--- config.mk ---
export PLATFORM = sky130hd
export DESIGN_NAME = tm1638_responder
export DESIGN_NICKNAME = d
export VERILOG_FILES = /design/src/rtl/tm1638_responder.sv
export SDC_FILE = /design/constraint.sdc
export NUM_CORES = 1
export LEC_CHECK = 0
export ABC_CLOCK_PERIOD_IN_PS = 9510
export CAP_MARGIN = 20
export CORE_MARGIN = 5
export CORE_UTILIZATION = 40
export CTS_CLUSTER_DIAMETER = 60
export CTS_CLUSTER_SIZE = 10
export DETAILED_ROUTE_END_ITERATION = 7
export GPL_ROUTABILITY_DRIVEN = 0
export SLEW_MARGIN = 0
export SYNTH_ARGS = -nofsm -noshare
export SYNTH_HDL_FRONTEND = slang
export SYNTH_SLANG_ARGS = --single-unit
--- constraint.sdc ---
create_clock -name clk -period 9.51 [get_ports clk]
set_clock_uncertainty 0.1 [all_clocks]
set_input_delay 2.3775 -clock clk [delete_from_list [all_inputs] [get_ports clk]]
set_output_delay 2.3775 -clock clk [all_outputs]
set_load 0.05 [all_outputs]
--- src/rtl/tm1638_responder.sv ---
// TM1638 target model: decodes STB/CLK/DIO frames into display RAM and control
// state, and shifts out a 32-bit key word on key-read commands.
module tm1638_responder #(
  parameter int unsigned SYNC_STAGES = 2
) (
  input  logic        clk,
  input  logic        rst,
  input  logic        tm_clk,
  input  logic        tm_stb,
  input  logic        tm_dio_in,
  output logic        tm_dio_out,
  output logic        tm_dio_oe,
  input  logic [31:0] keys,
  input  logic [3:0]  ram_rd_addr,
  output logic [7:0]  ram_rd_data,
  output logic        disp_on,
  output logic [2:0]  brightness,
  output logic        frame_done,
  output logic        cmd_err
);

  localparam int unsigned RAM_DEPTH = 16;
  localparam int unsigned KEY_W     = 32;
  localparam int unsigned RCNT_W    = 6;

  localparam logic [2:0] S_IDLE   = 3'd0;
  localparam logic [2:0] S_CMD    = 3'd1;
  localparam logic [2:0] S_WDATA  = 3'd2;
  localparam logic [2:0] S_RDATA  = 3'd3;
  localparam logic [2:0] S_IGNORE = 3'd4;

  logic [SYNC_STAGES-1:0] clk_sync, stb_sync, dio_sync;
  logic                   clk_prev, stb_prev;
  logic                   clk_rise_c, clk_fall_c, stb_rise_c, stb_fall_c, dio_bit_c;

  logic [2:0]        state, state_nxt;
  logic [2:0]        bit_cnt;
  logic [7:0]        sh_byte;
  logic              byte_valid;
  logic              byte_seen;
  logic [3:0]        addr;
  logic              fixed_mode;
  logic [KEY_W-1:0]  shreg;
  logic [RCNT_W-1:0] rd_cnt;
  logic [7:0]        ram [RAM_DEPTH];
  logic              counting_c;

  // Strobe chain resets low so a strobe already held low across reset
  // release never looks like a new frame start.
  always_ff @(posedge clk or posedge rst) begin
    if (rst) begin
      clk_sync <= '1;
      stb_sync <= '0;
      dio_sync <= '1;
      clk_prev <= 1'b1;
      stb_prev <= 1'b0;
    end else begin
      clk_sync <= {clk_sync[SYNC_STAGES-2:0], tm_clk};
      stb_sync <= {stb_sync[SYNC_STAGES-2:0], tm_stb};
      dio_sync <= {dio_sync[SYNC_STAGES-2:0], tm_dio_in};
      clk_prev <= clk_sync[SYNC_STAGES-1];
      stb_prev <= stb_sync[SYNC_STAGES-1];
    end
  end

  assign clk_rise_c = clk_sync[SYNC_STAGES-1] & ~clk_prev;
  assign clk_fall_c = ~clk_sync[SYNC_STAGES-1] & clk_prev;
  assign stb_rise_c = stb_sync[SYNC_STAGES-1] & ~stb_prev;
  assign stb_fall_c = ~stb_sync[SYNC_STAGES-1] & stb_prev;
  assign dio_bit_c  = dio_sync[SYNC_STAGES-1];
  assign counting_c = (state == S_CMD) || (state == S_WDATA);

  always_ff @(posedge clk or posedge rst) begin
    if (rst) state <= S_IDLE;
    else     state <= state_nxt;
  end

  // Strobe rise beats everything; the first byte of a frame steers the FSM.
  always_comb begin
    state_nxt = state;
    if (stb_rise_c) begin
      state_nxt = S_IDLE;
    end else if (stb_fall_c) begin
      state_nxt = S_CMD;
    end else if (byte_valid && (state == S_CMD)) begin
      case (sh_byte[7:6])
        2'b01:   if (sh_byte[1]) state_nxt = S_RDATA;
        2'b11:   state_nxt = S_WDATA;
        2'b00:   state_nxt = S_IGNORE;
        default: state_nxt = state;
      endcase
    end
  end

  always_ff @(posedge clk or posedge rst) begin
    if (rst) begin
      bit_cnt     <= '0;
      sh_byte     <= '0;
      byte_valid  <= 1'b0;
      byte_seen   <= 1'b0;
      addr        <= '0;
      fixed_mode  <= 1'b0;
      shreg       <= '0;
      rd_cnt      <= '0;
      disp_on     <= 1'b0;
      brightness  <= '0;
      tm_dio_oe   <= 1'b0;
      tm_dio_out  <= 1'b1;
      frame_done  <= 1'b0;
      cmd_err     <= 1'b0;
      ram_rd_data <= '0;
      for (int i = 0; i < RAM_DEPTH; i++) ram[i] <= '0;
    end else begin
      frame_done  <= 1'b0;
      cmd_err     <= 1'b0;
      byte_valid  <= 1'b0;
      ram_rd_data <= ram[ram_rd_addr];
      if (stb_rise_c) begin
        bit_cnt    <= '0;
        byte_seen  <= 1'b0;
        tm_dio_oe  <= 1'b0;
        tm_dio_out <= 1'b1;
        cmd_err    <= (bit_cnt != 3'd0);
        frame_done <= byte_seen;
      end else if (stb_fall_c) begin
        bit_cnt    <= '0;
        byte_seen  <= 1'b0;
        tm_dio_oe  <= 1'b0;
        tm_dio_out <= 1'b1;
      end else begin
        if (clk_rise_c && counting_c) begin
          sh_byte <= {dio_bit_c, sh_byte[7:1]};
          bit_cnt <= bit_cnt + 3'd1;
          if (bit_cnt == 3'd7) begin
            byte_valid <= 1'b1;
            byte_seen  <= 1'b1;
          end
        end
        if (byte_valid && (state == S_CMD)) begin
          case (sh_byte[7:6])
            2'b01: begin
              fixed_mode <= sh_byte[2];
              if (sh_byte[1]) begin
                shreg  <= keys;
                rd_cnt <= '0;
              end
            end
            2'b10: begin
              disp_on    <= sh_byte[3];
              brightness <= sh_byte[2:0];
            end
            2'b11:   addr    <= sh_byte[3:0];
            default: cmd_err <= 1'b1;
          endcase
        end
        if (byte_valid && (state == S_WDATA)) begin
          ram[addr] <= sh_byte;
          if (!fixed_mode) addr <= addr + 4'd1;
        end
        // Key word goes out LSB first; the fall after bit 31 releases DIO.
        if (clk_fall_c && (state == S_RDATA)) begin
          if (rd_cnt < RCNT_W'(KEY_W)) begin
            tm_dio_oe  <= 1'b1;
            tm_dio_out <= shreg[0];
            shreg      <= {1'b0, shreg[KEY_W-1:1]};
            rd_cnt     <= rd_cnt + RCNT_W'(1);
          end else begin
            tm_dio_oe  <= 1'b0;
            tm_dio_out <= 1'b1;
          end
        end
      end
    end
  end

endmodule
After elaboration in Yosys (flattened, before gate mapping)
Cells that the tools add are included.
{ "word_totals": {"wordCells": 134, "inputBits": 41, "out_inout_bits": 16, "ff_bits": 211} }
{ "classes": {"n_mux": 49, "reduce_logical": 21, "bitwise": 12, "n_addsub": 3, "n_lt_le_gt_ge": 4, "eq_ne": 8} }
{ "ops": {"columns": ["op", "count"], "rows": [
  ["2-to-1 mux 32 bit", 5],
  ["bitwise mux 128 bit", 1],
  ["binary-select mux 8 bit (select 4 bit)", 1],
  ["demux 8 bit (select 4 bit)", 1],
  ["2-to-1 mux 6 bit", 5],
  ["2-to-1 mux 8 bit", 3],
  ["2-to-1 mux 1 bit", 21],
  ["2-to-1 mux 3 bit", 7],
  ["2-to-1 mux 4 bit", 4],
  ["nonzero test 3 bit", 5],
  ["greater-or-equal comparator 5 bit (second input constant)", 2],
  ["inverter 4 -> 5 bit", 2],
  ["one-hot mux 3 bit (3 select lines)", 1],
  ["AND reduction 3 bit", 3],
  ["AND reduction 4 bit", 2],
  ["adder 6 x 1 -> 6 bit (second input constant)", 1],
  ["== test 3 x 2 -> 1 bit (second input constant)", 2],
  ["less-than comparator 6 bit (second input constant)", 1],
  ["inverter 1 bit", 6],
  ["logical AND 1 bit", 5],
  ["less-than comparator 5 x 1 -> 1 bit (second input constant)", 1],
  ["nonzero test 5 bit", 1],
  ["adder 4 x 1 -> 4 bit (second input constant)", 1],
  ["AND 1 bit", 4],
  ["10 further kinds", 12]
]} }

Longest topological paths before layout
{ "logic_depth": {"ltp_word": 6, "depth_mapped": 8, "mapped_depth_nobuf": 6} }

Worst setup path before layout
No wires, ideal clock.
{ "synth_path": {"kind": "input -> register", "startpoint": "in ram_rd_addr[0]", "endpoint": "reg ram_rd_data[1]", "setup_slack_ns": 5.630, "required_time_ns": 9.286, "stages": 5, "setup_ns": 0.124, "n_path_buf": 2, "arrival_time_ns": 3.656, "cell_sequence": "clkbuf_1 > buf_2 > mux4_2 > a22oi_1 > nand2_1"} }
{ "synth_via": {"elab_chain_cells": 4} }
{ "synth_rtl": {"columns": ["element", "line", "text"], "rows": [
  ["start: declaration", "14", "input logic [3:0] ram_rd_addr,"],
  ["inverter 4 -> 5 bit (not written as such)", "117", "ram_rd_data <= ram[ram_rd_addr];"],
  ["binary-select mux 8 bit (select 4 bit)", "117", null],
  ["2-to-1 mux 8 bit (not written as such) (2 in a row)", "117", null],
  ["end signal: assignment", "117", null],
  ["end: declaration", "15", "output logic [7:0] ram_rd_data,"]
]} }
Every way passes these cells. The select of a mux whose other input is x is not followed.
A chain may end at the register's enable or synchronous reset.

Worst setup path in the final report
{ "layout_path": {"startpoint": "reg tm_dio_out", "endpoint": "out tm_dio_out"} }
{ "layout_lines": {"columns": ["element", "line", "text"], "rows": [
  ["start: declaration", "11", "output logic tm_dio_out,"],
  ["start signal: assignment", "164", "tm_dio_out <= shreg[0];"]
]} }
No word-level cell between the ends.

==> impl_metrics.env <==
export IMPL_sequentialPowerShare_pct=50.4
export IMPL_tns_ns=0
export IMPL_m1WireLength_um=8900
export IMPL_top_layer="met4"
export IMPL_wire_per_inst_um=19.2
export IMPL_end_kind="output port"
export IMPL_finalSetupViolCount=0
export IMPL_setup_worst_path_start_class="flop"
export IMPL_insertion_delay_ns=0.50
export IMPL_drc=0
export IMPL_fin_crit_sh_pct=45.3
export IMPL_dieWidth_um=164
export IMPL_cp_buffers_inverters=1
export IMPL_maxCapViolCount=0
export IMPL_synth_ff_type="dfrtp_1"
export IMPL_synth_simple_gate_area_share_pct=5.52
export IMPL_initial_core_util_pct=40.5
export IMPL_crit_type="reg -> out"
export IMPL_rsz0062_at_grt="no"
export IMPL_hp_start="dio_sync[0]"
export IMPL_worstPathCellList="clkdlybuf4s50_1"
export IMPL_num_rows=56
export IMPL_rr_worst_depth=5
export IMPL_r2r_setup_slack_ns=6.14
export IMPL_antenna_cells=0
export IMPL_synthAdderAreaFrac_pct=1.97
export IMPL_drive_gt1_share_pct=36.1
export IMPL_max_freq_ghz=0.232
export IMPL_drt_wl_total_um=20300
export IMPL_syn_to_final_growth_pct=15.5
export IMPL_clock_path_buffers=3
export IMPL_internal_power_mw=1.58
export IMPL_grt_max_degree=129
export IMPL_yosysUniqueCellTypes=44
export IMPL_core_mm2=0.0235
export IMPL_cts_max_level=1
export IMPL_min_period_ns=4.31
export IMPL_first_iter_violations=377
export IMPL_ys_warnings_count=0
export IMPL_crit_reg2reg_launch="state[1]"
export IMPL_synthXorXnorAreaFrac_pct=0.0920
export IMPL_netlist_area_mm2=0.00952
export IMPL_p_sw_share_pct=26.3
export IMPL_finalNetCount=784
export IMPL_via_count=5607
export IMPL_synth_largest_area_cell="dfrtp_1"
export IMPL_numCtsBuffers=25
export IMPL_antenna_found_initial=0
export IMPL_drtPass1Iterations=4
export IMPL_cp_max_fo=2
export IMPL_route_met3_wl_um=947
export IMPL_arrival_ns=1.83
export IMPL_p_switching_mw=0.565
export IMPL_place_hpwl_um=12800
export IMPL_slew_headroom_pct=31.1
export IMPL_clk_pin_slew_ns=0.06
export IMPL_ant_nets=0
export IMPL_chipHeight_um=164
export IMPL_ir_drop_v=0.000130
export IMPL_powerDensity_mw_per_mm2=196
export IMPL_clkPwrFrac_pct=37.5
export IMPL_p_total_mw=2.15
export IMPL_synth_async_reset_ratio_pct=100
export IMPL_tritoncts="yes"
export IMPL_wl_met2_um=9860
export IMPL_synthCells=684
export IMPL_cts_sinks=211
export IMPL_via_per_inst=5.31
export IMPL_p_leak_nw=5.18
export IMPL_mostFrequentLayoutCell="dfrtp_1"
export IMPL_synth_nets=740
export IMPL_postCtsSetupRepairBufs=0
export IMPL_synth_top_family_by_area="multiplexers"
export IMPL_tightest_slew_ns=1.03
export IMPL_grt_overflow=0
export IMPL_min_path_cells=0
export IMPL_yosys_area_top_type_share_pct=53.9
export IMPL_layout_common_cells="205 x dfrtp_1, 141 x mux2_2, 55 x clkdlybuf4s50_1, 42 x inv_1, 32 x mux4_2"
export IMPL_ys_ff_latch=211
export IMPL_track_usage_pct=15.5
export IMPL_root_buffer="clkbuf_16"
export IMPL_synth_area_top_cells="dfrtp_1 54%, mux2_2 17%, mux4_2 7.6%"
export IMPL_critPathSlowestCell="clkdlybuf4s50_1"
export IMPL_hold_viol_final=0
export IMPL_cpPeakStageDelay_ns=0.80
export IMPL_ioPinCount=57
export IMPL_whs_endpoint="dio_sync[1]"
export IMPL_nFillCells=2037
export IMPL_ys_seq_area_share_pct=55.6
export IMPL_path_delay_family="buffers and inverters"
export IMPL_syn_avg_cell_area_um2=13.9
export IMPL_cts_resized=0
export IMPL_worstReg2RegEnd="rd_cnt[2]"
export IMPL_comb_power_share_pct=12.0
export IMPL_grt_pass1_vias=6166
export IMPL_maxSlewViolCount=0
export IMPL_cts_hold_buf=0
export IMPL_synth_edf_count=0
export IMPL_dieArea_mm2=0.0270
export IMPL_synthMuxAreaShare_pct=25.0
export IMPL_port_buffers=56
export IMPL_grt_pass1_wl_um=33100
export IMPL_worst_ep_required_time_ns=7.03
export IMPL_hp_class="reg -> reg"
export IMPL_synth_compound_area_share_pct=7.85
export IMPL_status="completed"
## cells in the mapped netlist (3+ instances only)
master and instances:
dfrtp_1 205, mux2_2 141, inv_1 43, mux4_2 32, o22ai_1 31, a21oi_2 30, clkbuf_1 29, nand2_1 24
a22oi_1 16, ha_1 15, nand2_2 12, nand3_1 9, buf_2 8, nor2_1 8, o21ai_0 7, dfstp_2 6
nor2b_1 6, a22o_1 5, and2_1 5, and3_1 5, buf_6 5, mux2i_1 4, nand3_2 4, a21oi_1 3
buf_1 3, mux2_1 3
## state kept, by name, summed over array words and instances (netlist names), 3 cells and up
signal	count
ram_rd_data	8
ram	128
brightness	3
rd_cnt	6
sh_byte	8
state	3
addr	4
shreg	32
bit_cnt	3
## how the worst max path moves through the flow
stage               depth (start not counted)         end  slack, ns        from
floorplan                                   1     addr[0]       1.28         rst
global placement                            3     ram[98]       4.80         rst
detailed placement                          3    ram[107]       4.73         rst
CTS                                         1  tm_dio_out       5.18  tm_dio_out
global route                                1  tm_dio_out       5.16  tm_dio_out
finish                                      1  tm_dio_out       5.20  tm_dio_out
## layout make-up
type                            count  area, um^2  area share (%)
Sequential cell                   211        5290            48.1
Tap cell                          319         399            3.63
Clock buffer                       32         652            5.93
Inverter                           43         169            1.54
Clock inverter                      3        15.0           0.137
Multi-Input combinational cell    385        3850            35.1
Timing Repair Buffer               62         613            5.58
## power groups by stage
stage | Combinational (mW) | Sequential, mW | Clock (mW)
global placement | 0.249 | 1.09 | 0
detailed placement | 0.261 | 1.10 | 0
CTS | 0.262 | 1.08 | 0.833
finish | 0.258 | 1.08 | 0.806
global route | 0.290 | 1.10 | 0.871
floorplan | 0.203 | 1.07 | 0
## logic make-up (layout without fill, tap and decap cells)
group,count (synthesis),after routing
AOI/OAI and AO/OA,101,101
buffers and inverters,88,140
xor gates and xnor gates,1,1
DFF,211,211
and+or+nand+nor,88,88
adders and majority gates,15,15
muxes,180,180
## metal layers
metal	vias up	GRT usage (%)
met3	37	2.84
li1	2548	-
met1	2906	20.9
met2	116	25.7
met5	-	0
met4	0	4.27
## through the flow
step                worst slack, ns  instances  util, %  area, um^2  hold slack [ns]
floorplan                      1.28        684        -        9520            0.231
global placement               4.80       1019     43.9       10300            0.243
detailed placement             4.73       1019     43.9       10300            0.249
CTS                            5.18       1054     46.7       11000            0.257
global route                   5.16       1055     46.8       11000            0.260
finish                         5.20       1055     46.8       11000            0.256
No activity file was read; power rests on OpenSTA's default activity.
